==> src/rtl/sm83_pkg.sv <==
// rtl/sm83_pkg.sv - shared SM83 execute-sequencer types and the op-to-sequence table.
package sm83_pkg;

    typedef enum logic [3:0] {
        CTL_NOP         = 4'd0,
        CTL_LD_R8_D8    = 4'd1,
        CTL_ALU_R8      = 4'd2,
        CTL_LD_HL_R8    = 4'd3,
        CTL_LD_A_A16    = 4'd4,
        CTL_LDPTR_A_A16 = 4'd5,
        CTL_LD_HL_D8    = 4'd6,
        CTL_JP_A16      = 4'd7,
        CTL_JP_CC_A16   = 4'd8,
        CTL_JR_CC_D8    = 4'd9,
        CTL_HALT        = 4'd10
    } ctl_op_t;

    typedef enum logic [3:0] {
        ALU_ADD, ALU_ADC, ALU_SUB, ALU_SBC, ALU_AND, ALU_XOR,
        ALU_OR, ALU_CP, ALU_INC, ALU_DEC, ALU_PASS
    } alu_op_t;

    typedef enum logic [3:0] {
        EX_IDLE, EX_MEM_TO_Z, EX_MEM_TO_W, EX_MEM_WZ_TO_Z, EX_ALU_R8, EX_ALU_LD1,
        EX_Z_TO_MEM, EX_R8_TO_MEM, EX_A_TO_WZ_MEM, EX_WZ_TO_PC, EX_HALT, EX_COND_CHK
    } ex_state_t;

    typedef enum logic [2:0] {
        ADDR_PC, ADDR_GP16, ADDR_WZ, ADDR_FF_C, ADDR_NONE
    } addr_sel_t;

    typedef struct packed {
        logic inc_pc;
        logic wz_to_pc;
        logic mem_to_z;
        logic mem_to_w;
        logic mem_to_ir;
        logic mem_to_r8;
        logic capture_alu_res;
        logic r8_to_alu_op1;
        logic update_flags;
        logic r8_to_mem;
        logic z_to_mem;
    } ctl_strobe_t;

    typedef struct packed {
        logic [4:0] len;
        logic [3:0] last_idx;
        ex_state_t  s0;
        ex_state_t  s1;
        ex_state_t  s2;
        ex_state_t  s3;
        ex_state_t  s4;
    } seq_def_t;

    function automatic seq_def_t seq_def(input ctl_op_t op);
        case (op)
            CTL_NOP:         seq_def = '{5'd1, 4'd0, EX_IDLE, EX_IDLE, EX_IDLE, EX_IDLE, EX_IDLE};
            CTL_LD_R8_D8:    seq_def = '{5'd2, 4'd1, EX_MEM_TO_Z, EX_ALU_LD1, EX_IDLE, EX_IDLE, EX_IDLE};
            CTL_ALU_R8:      seq_def = '{5'd1, 4'd0, EX_ALU_R8, EX_IDLE, EX_IDLE, EX_IDLE, EX_IDLE};
            CTL_LD_HL_R8:    seq_def = '{5'd2, 4'd1, EX_R8_TO_MEM, EX_IDLE, EX_IDLE, EX_IDLE, EX_IDLE};
            CTL_LD_A_A16:    seq_def = '{5'd4, 4'd3, EX_MEM_TO_Z, EX_MEM_TO_W, EX_MEM_WZ_TO_Z, EX_ALU_LD1, EX_IDLE};
            CTL_LDPTR_A_A16: seq_def = '{5'd4, 4'd3, EX_MEM_TO_Z, EX_MEM_TO_W, EX_A_TO_WZ_MEM, EX_IDLE, EX_IDLE};
            CTL_LD_HL_D8:    seq_def = '{5'd3, 4'd2, EX_MEM_TO_Z, EX_Z_TO_MEM, EX_IDLE, EX_IDLE, EX_IDLE};
            CTL_JP_A16:      seq_def = '{5'd4, 4'd3, EX_MEM_TO_Z, EX_MEM_TO_W, EX_WZ_TO_PC, EX_IDLE, EX_IDLE};
            CTL_JP_CC_A16:   seq_def = '{5'd5, 4'd4, EX_MEM_TO_Z, EX_MEM_TO_W, EX_COND_CHK, EX_WZ_TO_PC, EX_IDLE};
            CTL_JR_CC_D8:    seq_def = '{5'd4, 4'd3, EX_MEM_TO_Z, EX_COND_CHK, EX_ALU_R8, EX_IDLE, EX_IDLE};
            CTL_HALT:        seq_def = '{5'd1, 4'd0, EX_HALT, EX_IDLE, EX_IDLE, EX_IDLE, EX_IDLE};
            default:         seq_def = '{5'd1, 4'd0, EX_IDLE, EX_IDLE, EX_IDLE, EX_IDLE, EX_IDLE};
        endcase
    endfunction

    // Longest sequence over every op encoding, evaluated at elaboration.
    function automatic int longest_seq();
        int       m;
        seq_def_t d;
        m = 0;
        for (int i = 0; i < 16; i++) begin
            d = seq_def(ctl_op_t'(4'(i)));
            if (int'(d.len) > m) m = int'(d.len);
        end
        return m;
    endfunction

endpackage

==> src/rtl/ex_seq_rom.sv <==
// rtl/ex_seq_rom.sv - combinational op/step lookup returning the execute state and last step index.
module ex_seq_rom
    import sm83_pkg::*;
#(
    parameter int MAX_STEPS = 6,
    parameter int IDX_W     = $clog2(MAX_STEPS)
) (
    input  ctl_op_t          ctl_op,
    input  logic [IDX_W-1:0] step_idx,
    output ex_state_t        state,
    output logic [IDX_W-1:0] last_idx
);

    localparam int LONGEST = longest_seq();

    if (MAX_STEPS < 4 || MAX_STEPS > 16) begin : g_bad_range
        $error("ex_seq_rom: MAX_STEPS out of range 4..16");
    end
    if (LONGEST > MAX_STEPS) begin : g_too_long
        $error("ex_seq_rom: a sequence is longer than MAX_STEPS");
    end

    seq_def_t  d;
    ex_state_t pick;

    always_comb begin
        d = seq_def(ctl_op);
        case (int'(step_idx))
            0:       pick = d.s0;
            1:       pick = d.s1;
            2:       pick = d.s2;
            3:       pick = d.s3;
            4:       pick = d.s4;
            default: pick = EX_IDLE;
        endcase
        state    = (int'(step_idx) < int'(d.len)) ? pick : EX_IDLE;
        last_idx = IDX_W'(d.last_idx);
    end

endmodule

==> src/rtl/ex_sequencer.sv <==
// rtl/ex_sequencer.sv - execute step counter, halt/wake and strobe decode; SEQ_STALL_EN enables mem_wait stalls.
module ex_sequencer
    import sm83_pkg::*;
#(
    parameter int MAX_STEPS = 6,
    parameter int IDX_W     = $clog2(MAX_STEPS)
) (
    input  logic             clk,
    input  logic             rst_n,
    input  ctl_op_t          ctl_op,
    input  alu_op_t          decoded_alu_op,
    input  logic             cond_met,
    input  logic             mem_wait,
    input  logic             wake,
    output alu_op_t          alu_op,
    output ctl_strobe_t      strobes,
    output addr_sel_t        addr_sel,
    output logic [IDX_W-1:0] step_idx,
    output logic             last,
    output logic             halt
);

    // Only the ALU operand select survives a stall; everything else writes state.
    localparam ctl_strobe_t STALL_KEEP = '{r8_to_alu_op1: 1'b1, default: 1'b0};

    ex_state_t        state;
    logic [IDX_W-1:0] last_idx;
    ctl_strobe_t      dec_strobes;
    addr_sel_t        dec_addr;
    logic             cond_fail;
    logic             seq_last;
    logic             stall;

    ex_seq_rom #(.MAX_STEPS(MAX_STEPS), .IDX_W(IDX_W)) u_rom (
        .ctl_op   (ctl_op),
        .step_idx (step_idx),
        .state    (state),
        .last_idx (last_idx)
    );

`ifdef SEQ_STALL_EN
    assign stall = mem_wait;
`else
    logic unused_mem_wait;
    assign unused_mem_wait = mem_wait;
    assign stall           = 1'b0;
`endif

    assign alu_op = decoded_alu_op;

    always_comb begin
        dec_strobes = '0;
        dec_addr    = ADDR_PC;
        case (state)
            EX_MEM_TO_Z: begin
                dec_strobes.mem_to_z = 1'b1;
                dec_strobes.inc_pc   = 1'b1;
            end
            EX_MEM_TO_W: begin
                dec_strobes.mem_to_w = 1'b1;
                dec_strobes.inc_pc   = 1'b1;
            end
            EX_MEM_WZ_TO_Z: begin
                dec_strobes.mem_to_z = 1'b1;
                dec_addr             = ADDR_WZ;
            end
            EX_ALU_R8: begin
                dec_strobes.r8_to_alu_op1   = 1'b1;
                dec_strobes.capture_alu_res = 1'b1;
                dec_strobes.update_flags    = 1'b1;
            end
            EX_ALU_LD1:   dec_strobes.capture_alu_res = 1'b1;
            EX_Z_TO_MEM: begin
                dec_strobes.z_to_mem = 1'b1;
                dec_addr             = ADDR_GP16;
            end
            EX_R8_TO_MEM: begin
                dec_strobes.r8_to_mem = 1'b1;
                dec_addr              = ADDR_GP16;
            end
            EX_A_TO_WZ_MEM: begin
                dec_strobes.r8_to_mem = 1'b1;
                dec_addr              = ADDR_WZ;
            end
            EX_WZ_TO_PC: begin
                dec_strobes.wz_to_pc = 1'b1;
                dec_addr             = ADDR_NONE;
            end
            default: ;
        endcase
    end

    assign cond_fail = (state == EX_COND_CHK) && !cond_met;
    assign seq_last  = (step_idx >= last_idx) || cond_fail || (int'(step_idx) >= MAX_STEPS);

    always_comb begin
        strobes  = '0;
        addr_sel = ADDR_NONE;
        last     = 1'b0;
        if (!halt) begin
            strobes  = dec_strobes;
            addr_sel = dec_addr;
            last     = seq_last;
            if (seq_last) begin
                strobes.mem_to_ir = 1'b1;
                strobes.inc_pc    = 1'b1;
            end
            if (stall) strobes = strobes & STALL_KEEP;
        end
    end

    always_ff @(posedge clk or negedge rst_n) begin
        if (!rst_n) begin
            step_idx <= '0;
            halt     <= 1'b0;
        end else if (stall) begin
            step_idx <= step_idx;
            halt     <= halt;
        end else if (halt) begin
            step_idx <= '0;
            if (wake) halt <= 1'b0;
        end else begin
            step_idx <= seq_last ? '0 : step_idx + 1'b1;
            if (state == EX_HALT) halt <= 1'b1;
        end
    end

endmodule

==> config.mk <==
export PLATFORM = sky130hd
export DESIGN_NAME = ex_sequencer
export DESIGN_NICKNAME = d
export VERILOG_FILES = /design/src/rtl/sm83_pkg.sv /design/src/rtl/ex_seq_rom.sv /design/src/rtl/ex_sequencer.sv
export SDC_FILE = /design/constraint.sdc
export NUM_CORES = 1
export LEC_CHECK = 0
export CAP_MARGIN = 5
export CORE_MARGIN = 1
export CORE_UTILIZATION = 42
export CTS_CLUSTER_SIZE = 40
export DETAILED_ROUTE_END_ITERATION = 8
export PLACE_DENSITY = 0.77
export REMOVE_ABC_BUFFERS = 1
export SYNTH_ARGS = -nofsm -noshare
export SYNTH_HDL_FRONTEND = slang
export SYNTH_SLANG_ARGS = --single-unit
==> constraint.sdc <==
create_clock -name clk -period 3.3 [get_ports clk]
set_clock_uncertainty 0.2 [all_clocks]
set_input_delay 0.495 -clock clk [delete_from_list [all_inputs] [get_ports clk]]
set_output_delay 0.495 -clock clk [all_outputs]
set_load 0.02 [all_outputs]
==> results of run 1 <==
## routing by layer
metal | vias up | track usage, % | part of all wire (%)
met5 | - | 0 | 0
li1 | 578 | - | -
met3 | 22 | 1.45 | 4.6
met4 | 0 | 11.4 | 4.6
met1 | 677 | 40.6 | 40
met2 | 67 | 54.0 | 50
## where the power goes
group | switching [uW] | internal, uW
registers | 26.0 | 62.4
clock network | 21.8 | 40.8
logic | 488 | 463
## sequential cells by signal, summed over array words and instances (netlist names)
register,flops
step_idx,3
halt,1
## synth_stat cells, drive strengths merged
master	instances	share of area, %
conb	1	0.35
clkbuf	1	0.35
nand3	4	1.9
a221o	1	0.93
nand2	7	2.7
a2111oi	2	4.0
or2	2	1.2
mux2i	2	1.9
or3b	2	1.6
buf	10	7.7
o21a	3	2.1
or3	1	1.0
o211ai	1	2.0
nand2b	5	2.9
a21o	1	0.70
a21boi	1	0.70
inv	6	2.1
nand4	2	1.2
o21bai	4	2.8
o21ai	1	0.47
nor3b	1	0.70
a211o	1	0.82
nand3b	3	2.1
dfrtp	4	9.3
o22a	1	0.82
nor2	11	6.9
o22ai	1	0.58
a31oi	3	3.1
a311oi	2	2.2
a211oi	2	1.9
a21oi	5	3.0
o2bb2ai	1	1.4
mux2	2	2.4
nor3	5	3.8
xnor2	1	1.5
and2	3	1.7
nor2b	2	1.2
and3	1	0.58
ha	15	17
## final timing paths
kind	startpoint	to	slack, ns	cells past startpoint
min in group clk	step_idx[0]	step_idx[0]	0.55	2
hold / removal	rst_n	halt	0.26	1
setup reg to reg	step_idx[0]	step_idx[2]	0.34	12
max in group asynchronous	rst_n	step_idx[1]	2.45	1
hold reg to reg	step_idx[0]	step_idx[0]	0.55	2
setup / recovery	ctl_op[1]	strobes[2]	-0.17	11
## final cells by class
class / count / share of cell area [%]
clock buffer: 3 / 1.21
timing repair buffer: 80 / 34.6
multi-input combinational: 100 / 55.5
tap: 28 / 1.89
sequential: 4 / 5.46
inverter: 6 / 1.35
## metrics by stage
step,worst slack [ns],total power (uW),area [um2]
floorplan,-0.578,502,988
global placement,-0.973,837,1600
detailed placement,-1.10,858,1600
CTS,-0.0482,993,1760
global route,-0.243,1150,1860
finish,-0.166,1100,1860
## cells by family after synthesis
logic type | synth area share [%]
compound gates | 27.5
xor+xnor | 1.51
fa+ha+maj | 17.5
buf+inv | 10.1
flops | 9.31
mux | 4.31
other cells | 0.349
simple gates | 29.5
## worst max-delay path: stages
cell and delay (ns):
buf_8 0.10, or3b_4 0.39, o21a_1 0.15, ha_4 0.26, a211oi_2 0.20, o21ai_1 0.10, o22a_2 0.29, nor3_4 0.17
nand3_2 0.16, nor3b_4 0.29, buf_6 0.16
## timing repair
item	CTS	global route
pin swaps	22	7
endpoints found under the setup margin	17	14
hold endpoints to repair	0	0
setup buffers	8	4
resized for setup	115	14
## cell usage in the layout, fill, tap and decap left out, types with 2 or more instances in the layout
cell             count
nand3_1              3
ha_4                 4
clkdlybuf4s50_1      7
nand2b_1             4
nand2_2              2
o21bai_4             2
o21a_1               3
buf_6                6
buf_4               61
nand2_1              5
nor3_2               2
a2111oi_4            2
inv_1                3
nor2_4               4
nand4_1              2
ha_1                10
nor3_4               2
or2_4                2
and2_1               3
a211oi_2             2
a21oi_1              2
inv_2                2
mux2i_1              2
nor2_1               6
a21oi_2              2
buf_2                4
nor2b_1              2
clkbuf_4             3
nand3b_1             3
dfrtp_1              3
==> reports/qor.yml, run 1 <==
fin_util_pct: 80.1
dp_cells: 206
power_density_mw_per_mm2: 594
timing.final.max_slew_violations: 0
synthCells: 121
path_max_fanout: 5
antenna_left: 0
nets: 223
fmax_mhz: 289
violations: "negative setup slack"
mappedNetlistArea_mm2: 0.00107
drc_errors: 0
setup-tns-final_ns: -1.46
cts.path.max_buffers: 2
timing.final.crit_share_pct: 105
ioPinCount: 36
clkTransAtPathRegs_ns: 0.04
finalSetupViolations: 14
ys_ff_latch: 4
cts_hold_buf: 0
hp-class: "in2async"
grt_max_degree: 13
drive_above_1_share_pct: 63.2
slew_headroom_pct: 65.8
drt-total-wl_um: 4520
crit_type: "in2out"
cts_tree: "yes"
antenna_cells: 0
synth.distinct_cells: 53
critPathCaptureType: "output pin"
antenna_found_initial: 0
gp_congestion: 0.862
first_pass_iters: 4
multi_input_area_mm2: 0.00103
synth_area_per_cell_um2: 8.88
ys_seq_area_share_pct: 9.31
timing.hold.ws_ns: 0.259
ir_drop_v: 0.000651
htree_levels: 1
vias: 1344
grt_overflow: 0
dieArea_mm2: 0.00277
outcome: "finished, violations left"
grt_pass1_wl_um: 6270
vias_per_cell: 6.08
drtIter0Drc: 38
die_h_um: 52.6
core_mm2: 0.00232
ys.warnings.count: 0
die_x_um: 52.6
startpoint_type: "input pin"
gr-usage-all-layers_pct: 31.3
regArea_um2: 101
clkLatencyLatePin_ns: 0.24
post-dp-hpwl_um: 2550
cts_made_buffers: 3
port_buffers: 25
grt_setup_unrepaired: "true"
required_ns: 2.60
hold_viol_final: 0
grt_pass1_vias: 1276
wl_per_cell_um: 20.5
syn_to_final_growth_pct: 72.8
fill_cells: 130
maxCapViolCount: 0
initial_core_util_pct: 46.4
fin_ws_ns: -0.166
finalNonFillerCells: 221
clock-sinks: 4
worstPathArrival_ns: 2.77
p_leak_uw: 0.000815
root_buffer: "clkbuf_4"
num_rows: 17
fin_crit_ns: 3.47
worst_pin_slew_ns: 0.513
No activity file was read; power rests on OpenSTA's default activity.
==> inputs of run 2 (changes only) <==
Clock period 3.3 ns to 2.8 ns, I/O delays scaled along.
==> reports/qor.yml, run 2 (synthesis results as in run 1) <==
vias: 1425
antenna_cells: 0
htree_levels: 1
initial_core_util_pct: 46.4
grt_pass1_vias: 1369
first_pass_iters: 4
dieArea_mm2: 0.00277
dpl_cell_area_mm2: 0.00162
fin_util_pct: 86.5
grt_setup_unrepaired: "true"
gr-usage-all-layers_pct: 34.2
clkTransAtPathRegs_ns: 0.04
ir_drop_v: 0.000700
fin_ws_ns: -0.593
cts.path.max_buffers: 2
fmax_mhz: 295
cts_hold_buf: 0
fin_crit_ns: 3.39
worstPathArrival_ns: 2.77
maxCapViolCount: 0
startpoint_type: "input pin"
power_density_mw_per_mm2: 775
post-dp-hpwl_um: 2580
critPathCaptureType: "output pin"
core_mm2: 0.00232
critPathBufInv: 5
die_x_um: 52.6
grt_max_degree: 13
max_stage_delay_ns: 0.28
grt_overflow: 0
timing.hold.ws_ns: 0.198
syn_to_final_growth_pct: 86.5
antenna_found_initial: 0
required_ns: 2.18
antenna_left: 0
drt-total-wl_um: 5680
path_max_fanout: 3
gp_congestion: 0.889
vias_per_cell: 6.33
top_register: "step_idx"
largest_reg_flops: 3
final_common_cell: "buf_4"
cpLargestDelayFamily: "compound AO/OA/AOI/OAI gates"
cts_made_buffers: 3
clkLatencyLatePin_ns: 0.23
ioPinCount: 36
finalSetupViolations: 17
path_cells: "buf_2, inv_4, ha_4, mux2i_1, or2_4, ha_4, a211oi_2, o21ai_1, o22a_2, buf_4, or2_4, o21bai_4, buf_6, o22ai_2, buf_6"
cts_tree: "yes"
root_buffer: "clkbuf_4"
grt_pass1_wl_um: 6850
timing.final.max_slew_violations: 0
die_h_um: 52.6
hold_viol_final: 0
clock-sinks: 4
crit_type: "in2out"
hp-class: "in2async"
cp_slowest_cell: "o22a_2"
nets: 227
p_leak_uw: 0.000866
final_cell_mix: "buf_4, buf_6, ha_1"
dp_cells: 209
stdcell_area_mm2: 0.00200
top_regs: "step_idx x3, halt x1"
num_rows: 17
path_depth: 15
port_buffers: 25
drtIter0Drc: 66
finalNonFillerCells: 225
timing.final.crit_share_pct: 121
violations: "negative setup slack"
outcome: "finished, violations left"
drc_errors: 0
wl_per_cell_um: 25.2
drive_above_1_share_pct: 68.5
r2r_cells: 11
-- run 2: changes by cell type in the layout (fill, tap and decap cells not counted), moves of 2 or more --
cell,before,now
buf_6,6,13
nor2_1,6,1
nor2_4,4,7
nor2_2,1,3
-- run 2: metrics by stage --
stage          total power (uW)  TNS, ns  setup WS [ns]
5_1_grt                    1600    -9.04         -0.640
2_1_floorplan               591    -5.63         -0.928
3_3_place_gp               1000   -19.55          -1.32
3_5_place_dp               1030   -21.11          -1.45
6_report                   1550    -8.18         -0.593
4_1_cts                    1230    -4.77         -0.412
-- run 2: layout make-up --
class,instances,area (um2)
Clock buffer,3,22.5
Fill cell,95,314
Inverter,6,27.5
Multi-Input combinational cell,100,1120
Sequential cell,4,100
Tap cell,28,35.0
Timing Repair Buffer,84,697
-- run 2: per-layer routing --
metal,wire length (um),vias up,GRT usage [%]
met4,351,0,17.5
met1,2200,692,42.7
met5,0,-,0
met3,479,33,4.06
met2,2650,112,57.0
li1,-,588,-
-- run 2: final timing paths --
| check | end | from | slack, ns |
|---|---|---|---|
| max | strobes[10] | ctl_op[0] | -0.59 |
| min | step_idx[2] | rst_n | 0.20 |
| max reg2reg | step_idx[2] | step_idx[0] | -0.06 |
| min reg2reg | step_idx[0] | step_idx[0] | 0.57 |
| max in group asynchronous | step_idx[1] | rst_n | 2.03 |
| min in group clk | step_idx[0] | step_idx[0] | 0.57 |
-- run 2: what timing repair did --
action | in CTS | in global routing
resized for setup | 123 | 35
buffers inserted | 8 | 5
endpoints found under the setup margin | 18 | 17
pin swaps | 23 | 9
-- run 2: worst register-to-register path: cells and delay by family (launching register included) --
family,cells,cell delay [ns]
DFF,1,0.43
adders and majority gates,1,0.28
AOI/OAI and AO/OA,3,0.84
buffers and inverters,5,0.69
and+or+nand+nor,2,0.34
-- run 2: report_power, final --
part / switching (uW) / internal [uW]
logic: 708 / 676
clock network: 22.9 / 47.9
registers: 24.8 / 72.8
total: 756 / 796
